<file path="src/rtl/mul_pkg.sv">
// Shared types and constants for the sequential signed shift-and-add multiplier.
package mul_pkg;

   // Control states of the multiplier datapath
   typedef enum logic [1:0] {
      IDLE = 2'd0,
      RUN  = 2'd1,
      DONE = 2'd2
   } mul_state_t;

   localparam int MUL_WIDTH_DEFAULT = 8;
   localparam int STEP_W            = 4;

endpackage : mul_pkg

</file>
<file path="src/rtl/mul_addsub.sv">
// Combinational adder/subtractor used for the accumulator update.
module mul_addsub #(
   parameter int W = 9
) (
   input  logic [W-1:0] a,
   input  logic [W-1:0] b,
   input  logic         sub,
   output logic [W-1:0] sum
);

   // Wraps modulo 2^W; the caller sizes W so that no overflow can occur
   assign sum = sub ? (a - b) : (a + b);

endmodule : mul_addsub

</file>
<file path="src/rtl/shift_add_datapath.sv">
// Sequential signed shift-and-add multiplier: WIDTH add/shift steps per product,
// with a start/busy/done handshake and a held product register.
module shift_add_datapath
   import mul_pkg::*;
#(
   parameter int WIDTH = MUL_WIDTH_DEFAULT
) (
   input  logic                 clk,
   input  logic                 rst,
   input  logic                 start,
   input  logic [WIDTH-1:0]     multiplicand,
   input  logic [WIDTH-1:0]     multiplier,
   output logic                 busy,
   output logic                 done,
   output logic [2*WIDTH-1:0]   product,
   output logic [STEP_W-1:0]    step
);

   localparam logic [STEP_W-1:0] LAST_STEP = STEP_W'(WIDTH - 1);

   mul_state_t           state_reg;
   logic [WIDTH:0]       a_reg;        // accumulator, one guard bit above WIDTH
   logic [WIDTH-1:0]     qr_reg;       // multiplier shift register
   logic [WIDTH-1:0]     mr_reg;       // captured multiplicand
   logic [STEP_W-1:0]    step_reg;
   logic                 busy_reg;
   logic                 done_reg;
   logic [2*WIDTH-1:0]   product_reg;

   logic [WIDTH:0]       mr_ext;
   logic                 is_last;
   logic [WIDTH:0]       addsub_sum;
   logic [WIDTH:0]       a_sum;
   logic [WIDTH:0]       a_next;
   logic [WIDTH-1:0]     qr_next;

   assign mr_ext  = {mr_reg[WIDTH-1], mr_reg};
   assign is_last = (step_reg == LAST_STEP);

   // The last step subtracts: the multiplier's MSB carries negative weight
   mul_addsub #(
      .W   (WIDTH + 1)
   ) u_addsub (
      .a   (a_reg),
      .b   (mr_ext),
      .sub (is_last),
      .sum (addsub_sum)
   );

   // Select the accumulator update, then arithmetic-shift {A, Qr} right by one
   always_comb begin
      a_sum   = qr_reg[0] ? addsub_sum : a_reg;
      a_next  = {a_sum[WIDTH], a_sum[WIDTH:1]};
      qr_next = {a_sum[0], qr_reg[WIDTH-1:1]};
   end

   // Control FSM, step counter, shift registers and registered outputs
   always_ff @(posedge clk) begin
      if (rst) begin
         state_reg   <= IDLE;
         a_reg       <= '0;
         qr_reg      <= '0;
         mr_reg      <= '0;
         step_reg    <= '0;
         busy_reg    <= 1'b0;
         done_reg    <= 1'b0;
         product_reg <= '0;
      end else begin
         case (state_reg)
            IDLE, DONE: begin
               done_reg <= 1'b0;
               if (start) begin
                  state_reg <= RUN;
                  a_reg     <= '0;
                  qr_reg    <= multiplier;
                  mr_reg    <= multiplicand;
                  step_reg  <= '0;
                  busy_reg  <= 1'b1;
               end else begin
                  state_reg <= IDLE;
               end
            end
            RUN: begin
               a_reg  <= a_next;
               qr_reg <= qr_next;
               if (is_last) begin
                  state_reg   <= DONE;
                  busy_reg    <= 1'b0;
                  done_reg    <= 1'b1;
                  step_reg    <= '0;
                  product_reg <= {a_next[WIDTH-1:0], qr_next};
               end else begin
                  step_reg <= step_reg + 1'b1;
               end
            end
            default: begin
               state_reg <= IDLE;
               busy_reg  <= 1'b0;
               done_reg  <= 1'b0;
               step_reg  <= '0;
            end
         endcase
      end
   end

   assign busy    = busy_reg;
   assign done    = done_reg;
   assign product = product_reg;
   assign step    = step_reg;

endmodule : shift_add_datapath
</file>
<file path="config.mk">
export PLATFORM = sky130hd
export DESIGN_NAME = shift_add_datapath
export DESIGN_NICKNAME = d
export VERILOG_FILES = /design/src/rtl/mul_pkg.sv /design/src/rtl/mul_addsub.sv /design/src/rtl/shift_add_datapath.sv
export SDC_FILE = /design/constraint.sdc
export NUM_CORES = 1
export LEC_CHECK = 0
export BUFFER_PORTS_ARGS = -buffer_cell sky130_fd_sc_hd__buf_2
export CAP_MARGIN = 20
export CORE_MARGIN = 2
export CORE_UTILIZATION = 55
export DETAILED_ROUTE_END_ITERATION = 12
export PLACE_DENSITY = 0.85
export RECOVER_POWER = 25
export SETUP_SLACK_MARGIN = 0.2
export SLEW_MARGIN = 20
export SYNTH_ARGS = -nofsm -noshare
export SYNTH_HDL_FRONTEND = slang
export SYNTH_HIERARCHICAL = 1
export SYNTH_SLANG_ARGS = --single-unit
</file>
<file path="constraint.sdc">
create_clock -name clk -period 4.6 [get_ports clk]
set_input_delay 0.92 -clock clk [delete_from_list [all_inputs] [get_ports clk]]
set_output_delay 0.92 -clock clk [all_outputs]
set_load 0.01 [all_outputs]
</file>
* After elaboration in Yosys (flattened, before gate mapping)
Cells that the tools add are included.
Word-level totals: bits in registers 49, output and inout port bits 22
Operators by class: $add $sub $neg 3, eq/ne operators 5, mux-type cells 15, bitwise gates (word level) 1, reductions and logical operators 8
Operator list (count):
- 9-bit 2-to-1 mux | 3
- 9-bit one-hot mux with 2 select lines | 1
- 8-bit one-hot mux with 2 select lines | 1
- 9-bit adder | 1
- 9-bit subtractor | 1
- 4-bit 2-to-1 mux | 2
- 8-bit 2-to-1 mux | 1
- 4-bit one-hot mux with 2 select lines | 1
- 2-bit AND reduction | 4
- 4-bit by 1-bit adder with 4-bit output (second input constant) | 1
- 4-bit by 3-bit equality test with 1-bit output (second input constant) | 1
- 2-bit one-hot mux with 2 select lines | 1
- 2-bit OR reduction | 2
- 1-bit 2-to-1 mux | 3
- 2-bit by 1-bit equality test with 1-bit output (second input constant) | 1
- 2-bit equality test (second input constant) | 1
- 2-bit zero test | 1
- 2-bit 2-to-1 mux | 1
- 2-bit by 1-bit inequality test with 1-bit output (second input constant) | 1
- 2-bit inequality test (second input constant) | 1
- 1-bit one-hot mux with 2 select lines | 1
- 2-bit nonzero test | 1
- 1-bit NOT | 1

* Logic depth before layout (Yosys ltp)
Gate-level depths: netlist (run 1).
word-level depth 4, depth in mapped cells 16, mapped depth without buffers 13

* Modules after synthesis
The synthesis (run 1) kept the hierarchy.
By module, submodules not included:
- shift_add_datapath | times used 1, cells an instance 221, area each 1924.3 um^2
- mul_addsub | times used 1, cells an instance 68, area each 524.3 um^2

* Worst setup path after synthesis (run 1)
No wires, ideal clock.
kind reg2reg, start point reg step_reg[0] (netlist: step[0]), end point reg product_reg[15] (netlist: product[15]), library setup time 91 ps, arrival 3151 ps, data required time 4509 ps, path slack 1358 ps, cell stages (with the launch flop) 16, cell sequence dfxtp_1 -> ha_1 -> nand3b_1 -> inv_1 -> buf_4 -> buf_2 -> clkbuf_1 -> mux2_2 -> fa_1 -> nor2b_4 -> o31a_1 -> nand2b_4 -> a31oi_4 -> xnor2_1 -> nand2_1 -> a311oi_1
Between the ends: longest elaborated chain between the ends 3, elaborated cells on any way between the ends 4, classes of those cells eq/ne (1); mux (2); reduce/logical (1)
RTL lines:
- from (decl) | line shift_add_datapath.sv:25 | logic [STEP_W-1:0] step_reg;
- from (signal assigned) | line shift_add_datapath.sv:93 | step_reg <= step_reg + 1'b1;
- 4-bit by 3-bit equality test with 1-bit output | line shift_add_datapath.sv:38 | assign is_last = (step_reg == LAST_STEP);
- via is_last | line shift_add_datapath.sv:31 | logic is_last;
- 9-bit 2-to-1 mux | line mul_addsub.sv:12 | assign sum = sub ? (a - b) : (a + b);
- via addsub_sum[8] | line shift_add_datapath.sv:32 | logic [WIDTH:0] addsub_sum;
- 9-bit 2-to-1 mux | line shift_add_datapath.sv:52 | a_sum = qr_reg[0] ? addsub_sum : a_reg;
- to (signal assigned) | line shift_add_datapath.sv:91 | product_reg <= {a_next[WIDTH-1:0], qr_next};
- to (decl) | line shift_add_datapath.sv:28 | logic [2*WIDTH-1:0] product_reg;
The timed path passes the listed nets, and every way through them passes these cells. A chain may end at the register's enable or synchronous reset.

* Worst setup path after layout (run 1)
start point reg step_reg[0] (netlist: step[0]), end point reg product_reg[14] (netlist: product[14])
Between the ends: longest elaborated chain between the ends 3, elaborated cells on any way between the ends 4, classes of those cells eq/ne (1); mux (2); reduce/logical (1)
RTL lines (line):
- 4-bit by 3-bit equality test with 1-bit output | shift_add_datapath.sv:38
- 9-bit 2-to-1 mux | mul_addsub.sv:12
- via addsub_sum[7] | shift_add_datapath.sv:32
- 9-bit 2-to-1 mux | shift_add_datapath.sv:52
The timed path passes the listed nets, and every way through them passes these cells.

==> results of run 1 <==
## cell usage in the layout (no fill, tap or decap), drive strengths merged, types with 8 or more instances in the layout
master	instances
nor2	20
dfxtp	48
ha	10
inv	10
buf	34
nand2	36
a21oi	35
nand3	12
clkbuf	16
xnor2	11
a311oi	8
nor3	9
o21ai	12
## metal layers
layer | vias to the layer above | wire length, µm
li1 | 1068 | -
met1 | 994 | 2390
met2 | 39 | 2570
met3 | 8 | 185
met4 | 0 | 78
met5 | - | 0
## where the power goes
group	internal (mW)	leakage, nW	total [mW]	switching (mW)
Clock	0.122	0.0445	0.269	0.147
Combinational	0.0908	0.606	0.198	0.107
Sequential	0.431	0.390	0.450	0.0193
Total	0.644	1.04	0.918	0.274
## cell type report
cell class | count | area (µm²) | area share, %
multi-input cells | 210 | 1350 | 49.6
flip-flops and latches | 48 | 961 | 35.4
repair buffers | 43 | 211 | 7.79
clock buffers | 7 | 86.3 | 3.18
well taps | 52 | 65.1 | 2.40
inverters | 10 | 37.5 | 1.38
clock inverters | 1 | 7.51 | 0.276
## tightest hold or removal path, stage by stage (launching register included)
cell,delay [ps]
dfxtp_1,330
nor2_1,40
nor2_1,70
## how the worst min path moves through the flow
stage	endpoint	slack (ps)	cells past startpoint
after global routing	product[3]	500	2
after detailed placement	done	450	2
final	done	470	2
after floorplan	product[6]	460	2
after global placement	done	450	2
after CTS	done	480	2
## per-stage QoR
stage               power, mW  hold slack, ps  instances  utilization (%)
CTS                     0.917             477        371             63.0
detailed placement      0.656             454        363             60.9
floorplan               0.618             457        289                -
global route            0.957             501        371             62.8
global placement        0.648             448        363             60.9
finish                  0.918             475        371             62.8
## cells by family (layout without fill, tap and decap cells)
group	count (synthesis)	after routing	synth area share [%]
AO/OA/AOI/OAI	81	81	21.3
multiplexers	8	8	3.42
buffers and inverters	31	61	5.77
XOR/XNOR	13	13	4.65
adder cells (fa/ha/maj)	11	11	5.93
AND/OR/NAND/NOR	97	97	19.7
flip-flops	48	48	39.2
==> summary.txt, run 1 <==
Synth
  – Proportion of synthesized flip-flops having asynchronous set or reset: 0%
  – Syn avg cell area: about 8.5 µm²
  – Flops & latches, synth: 48
  – EDFF count, synth: 0
  – Synth Warn #: 6
  – Number of unique standard cell types used by synthesis: 44
  – Most frequently used flop master after synthesis: dfxtp_1
  – Leading area contributor after synthesis: dfxtp_1
  – Most frequent cells after synthesis: dfxtp_1 (48), nand2_1 (36), a21oi_1 (35)
  – Cell types occupying the most area after synthesis: dfxtp_1 (39%), a21oi_1 (7.2%), nand2_1 (5.5%)
  – Count leader, synth: dfxtp_1
  – Gate count of the mapped netlist: roughly 290
  – Portion of synthesized cell area occupied by the leading cell type: between 30% and 40%
  – Sequential share of the synthesized area: around two fifths
  – Post-synthesis cell area: ~0.0024 mm²
  – Post-synthesis net count: about 320

Detailed routing
  – Detailed-route via count: ~2100
  – DRC errors left: 0
  – DRC marker count from the first detailed-route iteration: about 120
  – Drt first pass iters: 4
  – Antenna-violating nets left: 0
  – Average wire per cell in the routed design: roughly 14 µm
  – Via count normalized by instance count: roughly 5.7
  – Routed WL: 5.23 mm

Setup path
  – Type of destination of the critical path: flip-flop
  – Reg2Reg Setup Slack: between 1000 and 1500 ps
  – Cell family with most CP delay: compound AO/OA/AOI/OAI gates
  – Critical-path top delay cell: inv_1
  – Data arrival time at the worst-slack endpoint: ~3700 ps
  – Crit path required time: 4710 ps
  – Series of cell instances along the critical path: ha_1 -> nand3b_1 -> buf_4 -> inv_1 -> mux2_2 -> inv_1 -> ha_1 -> nor2b_1 -> o31a_1 -> o21ai_1 -> a21boi_1 -> xor2_1 -> a21boi_0 -> a211oi_1
  – CP Max Fanout: 27
  – Critical Path Sink: product[14]
  – Worst setup path start: step[0]
  – Worst R2R Path Depth: 14
  – End of the worst register-to-register path: product[14]
  – Delay of the slowest critical-path stage: 570 ps
  – Number of buffer and inverter stages on the critical path: 3
  – Kind of start point of the critical path: flip-flop
  – R2R Path Start: step[0]
  – Worst Path Class, Setup: flip-flop to flip-flop
  – Depth of the critical timing path with buffers and inverters included: 14

STA
  – Final worst clock skew: approximately 4.7 ps
  – Post-route fraction of the period consumed by the critical path: roughly 80%
  – Final min period: between 3000 and 4000 ps
  – Final Max Tran Viols: 45
  – Setup repair after global routing missed its margin: no
  – Final WS setup: between 1000 and 1500 ps
  – Relative slew slack: -21.6%
  – Achievable frequency: between 200 and 300 MHz
  – Total of endpoints with negative setup slack in the final report: 0
  – Tightest Pin Transition: between 1500 and 2000 ps
  – Sum of negative setup slack: 0 ps
  – Final hold vios: 0

Clock tree
  – Maximum level of the CTS H-tree: 2
  – Hold buffer count at CTS: 0
  – TritonCTS clock tree: built
  – CTS Buffer Depth: 2
  – Clock buffers created by TritonCTS: 5
  – Post-CTS clock slew at the launch and capture registers of the worst setup and hold paths: around 90 ps
  – Sinks on the clock net: between 40 and 50
  – Number of cells upsized or downsized after cts: 0
  – Clock latency reported for the late side of the worst-skew pair: between 300 and 400 ps
  – Cell at the root of the clock tree: clkbuf_8
  – Post-CTS Setup Inserts: 0

Pwr
  – Static leakage: 1.04 nW
  – Largest vdd supply drop: about 130 µV
  – Areal power density over the cells: 338 mW/mm²

GRT
  – Grt total ovfl: 0
  – Most used routing layer in global routing: met2
  – Number of antenna violations at the first check in global routing: 0
  – Vias in the first global route: between 2000 and 2500
  – Met3 GRT Util: 4.70%
  – Global routing usage on met1: between 20% and 30%
  – Largest net degree at the start of global routing: 45
  – Met2 Use GR: between 30% and 40%
  – Global-route wire length before repair: roughly 9.0 mm
  – GRT Total Usage: roughly 22%

Cells and area
  – Diodes inserted: 0
  – Layout fillers: between 400 and 500
  – Proportion of layout cells with a drive suffix above 1: ~16%
  – Summed area of non-filler cells in the final layout: between 0.002 and 0.003 mm²
  – Largest register FFs: 16
  – Signed area change from the synthesized netlist to the final layout: 10.9%
  – Layout Nets: between 300 and 400

Die
  – Core region area: about 0.0043 mm²
  – Die Outline Area: between 0.005 and 0.006 mm²
  – Number of rows in the core area: 24
  – Starting utilization of the core area: 56.6%
  – Chip Height: roughly 71 µm
  – Die X: 70.7 µm
  – Ports: a little over 40

Placed design
  – HPWL reported at the end of detailed placement: about 3.7 mm
  – Cell area after placement: around 0.0026 mm²
  – Number of buffers inserted by port buffering: 40
  – Post-placement worst setup slack: 1140 ps
  – Final weighted congestion in routability-driven placement: around 0.83

Outcome
  – Violated checks: max-capacitance violations, max-slew violations
  – Status: finished, violations left

Min path
  – Startpoint of the tightest hold check path: done
  – Hold Crit Class: flip-flop to flip-flop

Run
  – Maximum capacitance violations: 1
No activity file was read; power rests on OpenSTA's default activity.
==> inputs of run 2 (changes only) <==
- ABC_AREA: unset -> 1
- clock period: 4.6 -> 3.6 ns (I/O delays scaled with it)
==> summary.txt, run 2 <==
Die
  – Core region area: 0.00438 mm² (was 0.00432 mm²)
  – Starting utilization of the core area: 57.8% (was 56.6%)
  – Die X: 71.9 µm (was 70.7 µm)
  – Number of rows in the core area: 24 (unchanged)
  – Chip Height: 71.9 µm (was 70.7 µm)
  – Die Outline Area: 0.00517 mm² (was 0.00500 mm²)
  – Ports: 41 (unchanged)

Placed design
  – Number of buffers inserted by port buffering: 40 (unchanged)
  – Final weighted congestion in routability-driven placement: 0.925 (was 0.827)
  – HPWL reported at the end of detailed placement: 3.90 mm (was 3.71 mm)

GRT
  – Number of antenna violations at the first check in global routing: 0 (unchanged)
  – Vias in the first global route: 2118 (was 2021)
  – Grt total ovfl: 0 (unchanged)
  – Global-route wire length before repair: 9.73 mm (was 8.96 mm)
  – GRT Total Usage: 24.3% (was 21.9%)
  – Largest net degree at the start of global routing: 34 (was 45)

Setup path
  – Crit path required time: 3820 ps (was 4710 ps)
  – Type of destination of the critical path: flip-flop (unchanged)
  – Number of buffer and inverter stages on the critical path: 1 (was 3)
  – Worst R2R Path Depth: 17 (was 14)
  – CP Max Fanout: 9 (was 27)
  – End of the worst register-to-register path: product[14] (unchanged)
  – Delay of the slowest critical-path stage: 420 ps (was 570 ps)
  – Cell mode on critical path: nand2_1
  – Reg2Reg Setup Slack: 800 ps (was 1020 ps)
  – Worst Path Class, Setup: flip-flop to flip-flop (unchanged)
  – Series of cell instances along the critical path: ha_1 -> nand2_1 -> nor2_4 -> inv_2 -> nand2_2 -> xor2_1 -> ha_1 -> a21oi_1 -> nor2_1 -> nor2_1 -> nand2_1 -> nand2_1 -> nand2_1 -> nand2_1 -> o21ai_0 -> o21ai_0 -> nor2_1 (was ha_1 -> nand3b_1 -> buf_4 -> inv_1 -> mux2_2 -> inv_1 -> ha_1 -> nor2b_1 -> o31a_1 -> o21ai_1 -> a21boi_1 -> xor2_1 -> a21boi_0 -> a211oi_1)
  – Cell family with most CP delay: simple AND/OR/NAND/NOR gates (was compound AO/OA/AOI/OAI gates)
  – Data arrival time at the worst-slack endpoint: 3020 ps (was 3690 ps)
  – R2R Path Start: step[0] (unchanged)
  – Critical-path top delay cell: dfxtp_1 (was inv_1)
  – Kind of start point of the critical path: flip-flop (unchanged)

Synth
  – Portion of synthesized cell area occupied by the leading cell type: 37.9% (was 39.2%)
  – Post-synthesis net count: 380 (was 319)
  – Syn avg cell area: 7.24 µm² (was 8.47 µm²)
  – Most frequent cells after synthesis: nand2_1 (71), dfxtp_1 (48), nor2_1 (38), o21ai_0 (38), inv_1 (33) (was dfxtp_1 (48), nand2_1 (36), a21oi_1 (35))
  – Flops & latches, synth: 48 (unchanged)
  – Count leader, synth: nand2_1 (was dfxtp_1)
  – Sequential share of the synthesized area: 37.9% (was 39.2%)
  – EDFF count, synth: 0 (unchanged)
  – Gate count of the mapped netlist: 350 (was 289)
  – Synth Warn #: 6 (unchanged)
  – Most frequently used flop master after synthesis: dfxtp_1 (unchanged)
  – Post-synthesis cell area: 0.00253 mm² (was 0.00245 mm²)
  – Number of unique standard cell types used by synthesis: 29 (was 44)
  – Leading area contributor after synthesis: dfxtp_1 (unchanged)
  – Proportion of synthesized flip-flops having asynchronous set or reset: 0% (unchanged)
  – Cell types occupying the most area after synthesis: dfxtp_1 (38%), nand2_1 (11%), o21ai_0 (7.5%) (was dfxtp_1 (39%), a21oi_1 (7.2%), nand2_1 (5.5%))

Clock tree
  – Post-CTS clock slew at the launch and capture registers of the worst setup and hold paths: 90 ps (about the same)
  – TritonCTS clock tree: built (unchanged)
  – Post-CTS Setup Inserts: 0 (unchanged)
  – Maximum level of the CTS H-tree: 2 (unchanged)
  – Clock latency reported for the late side of the worst-skew pair: 310 ps (about the same)
  – Cell at the root of the clock tree: clkbuf_8 (unchanged)
  – Number of cells upsized or downsized after cts: 0 (unchanged)
  – Clock buffers created by TritonCTS: 5 (unchanged)
  – CTS Buffer Depth: 2 (unchanged)
  – Hold buffer count at CTS: 0 (unchanged)
  – Sinks on the clock net: 48 (unchanged)

STA
  – Sum of negative setup slack: 0 ps (unchanged)
  – Total of endpoints with negative setup slack in the final report: 0 (unchanged)
  – Final min period: 2800 ps (was 3580 ps)
  – Achievable frequency: 357 MHz (was 280 MHz)
  – Final Max Tran Viols: 0 (was 45)
  – Post-route fraction of the period consumed by the critical path: 77.8% (was 77.7%)
  – Relative slew slack: 32.5% (was -21.6%)
  – Setup repair after global routing missed its margin: no (unchanged)
  – Final worst clock skew: 12.1 ps (was 4.67 ps)
  – Final hold vios: 0 (unchanged)
  – Tightest Pin Transition: 1010 ps (was 1820 ps)

Outcome
  – Status: completed (was finished, violations left)

Cells and area
  – Diodes inserted: 0 (unchanged)
  – Signed area change from the synthesized netlist to the final layout: 10.4% (was 10.9%)
  – Largest register FFs: 16 (unchanged)
  – Most frequent standard cell in the layout excluding fill and tap cells: nand2_1 (was dfxtp_1)
  – Layout Nets: 417 (was 348)
  – Commonest cells after routing, fill and taps aside: nand2_1 (72), dfxtp_1 (48), nor2_1 (39) (was dfxtp_1 (48), nand2_1 (36), a21oi_1 (35))
  – Proportion of layout cells with a drive suffix above 1: 16.3% (was 16.0%)

Detailed routing
  – Antenna-violating nets left: 0 (unchanged)
  – Average wire per cell in the routed design: 12.7 µm (was 14.1 µm)
  – Routed WL: 5.58 mm (was 5.23 mm)
  – Detailed-route via count: 2331 (was 2109)
  – DRC errors left: 0 (unchanged)
  – DRC marker count from the first detailed-route iteration: 197 (was 123)
  – Drt first pass iters: 4 (unchanged)
  – Via count normalized by instance count: 5.31 (was 5.68)

Min path
  – Hold Crit Class: flip-flop to flip-flop (unchanged)
  – Hold path cells: 2 (unchanged)
  – Startpoint of the tightest hold check path: product[6] (was done)
  – Sink of the worst hold path: product[6] (was done)

Pwr
  – Total power of the final layout: 1.15 mW (was 918 µW)
  – Largest vdd supply drop: 314 µV (was 131 µV)
  – Static leakage: 1.28 nW (was 1.04 nW)
  – Areal power density over the cells: 411 mW/mm² (was 338 mW/mm²)

Run
  – Maximum capacitance violations: 0 (was 1)
## run 2: cell types whose count changed in the layout (fill, tap and decap cells not counted), sizes merged, moves of 7 or more
cell / delta
xnor2: -7
a311oi: -8
nand3: +13
nor2: +20
o21ai: +26
a21oi: -9
o2bb2ai: -7
nand2: +50
inv: +27
## run 2: through the flow
step | instance area [µm²] | hold WS [ps] | setup WS, ps | std cells | utilization [%]
final | 2800 | 479 | 799 | 439 | 63.8
after global routing | 2800 | 508 | 451 | 439 | 63.8
after CTS | 2820 | 477 | 840 | 439 | 64.3
after detailed placement | 2740 | 463 | 900 | 432 | 62.4
after global placement | 2740 | 461 | 1020 | 432 | 62.4
after floorplan | 2530 | 454 | 1130 | 350 | -
## run 2: where the power goes
group	internal (mW)	switching, mW
Sequential	0.554	0.0276
Clock	0.132	0.186
Combinational	0.0952	0.156
## run 2: worst max-delay path by stage
stage	to	startpoint	slack [ps]	depth (start not counted)
floorplan	product[14]	step[0]	1130	17
global placement	product[14]	step[0]	1020	17
detailed placement	product[14]	step[0]	900	17
CTS	product[14]	step[0]	840	17
global route	product[14]	step[0]	450	17
finish	product[14]	step[0]	800	17
## run 2: cell families after synthesis
| group | synth area share [%] |
|---|---|
| AO/OA/AOI/OAI | 14.7 |
| AND/OR/NAND/NOR | 28.6 |
| adder cells (fa/ha/maj) | 5.73 |
| buffers and inverters | 8.25 |
| XOR/XNOR | 2.77 |
| flip-flops | 37.9 |
| multiplexers | 1.98 |
## run 2: final cells by class
cell class                      instances  area (µm²)
Clock buffer                            5        68.8
Inverter                               39         148
Clock inverter                          2        12.5
Tap cell                               52        65.1
Timing Repair Buffer                   40         188
Multi-Input combinational cell        253        1350
Sequential cell                        48         961
Fill cell                             419        1590
## run 2: worst register-to-register path, stage by stage, from the launching register on
cell	delay, ps
dfxtp_1	420
ha_1	200
nand2_1	100
nor2_4	220
inv_2	110
nand2_2	120
xor2_1	190
ha_1	330
a21oi_1	240
nor2_1	70
nor2_1	120
nand2_1	80
nand2_1	70
nand2_1	60
nand2_1	50
o21ai_0	100
o21ai_0	180
nor2_1	50
## run 2: metal layers
metal	vias up	part of all wire, %	track usage (%)
met5	-	0	0
met4	0	0.99	8.60
met3	4	5.0	5.06
met2	58	47	39.0
met1	1066	47	32.4
li1	1203	-	-
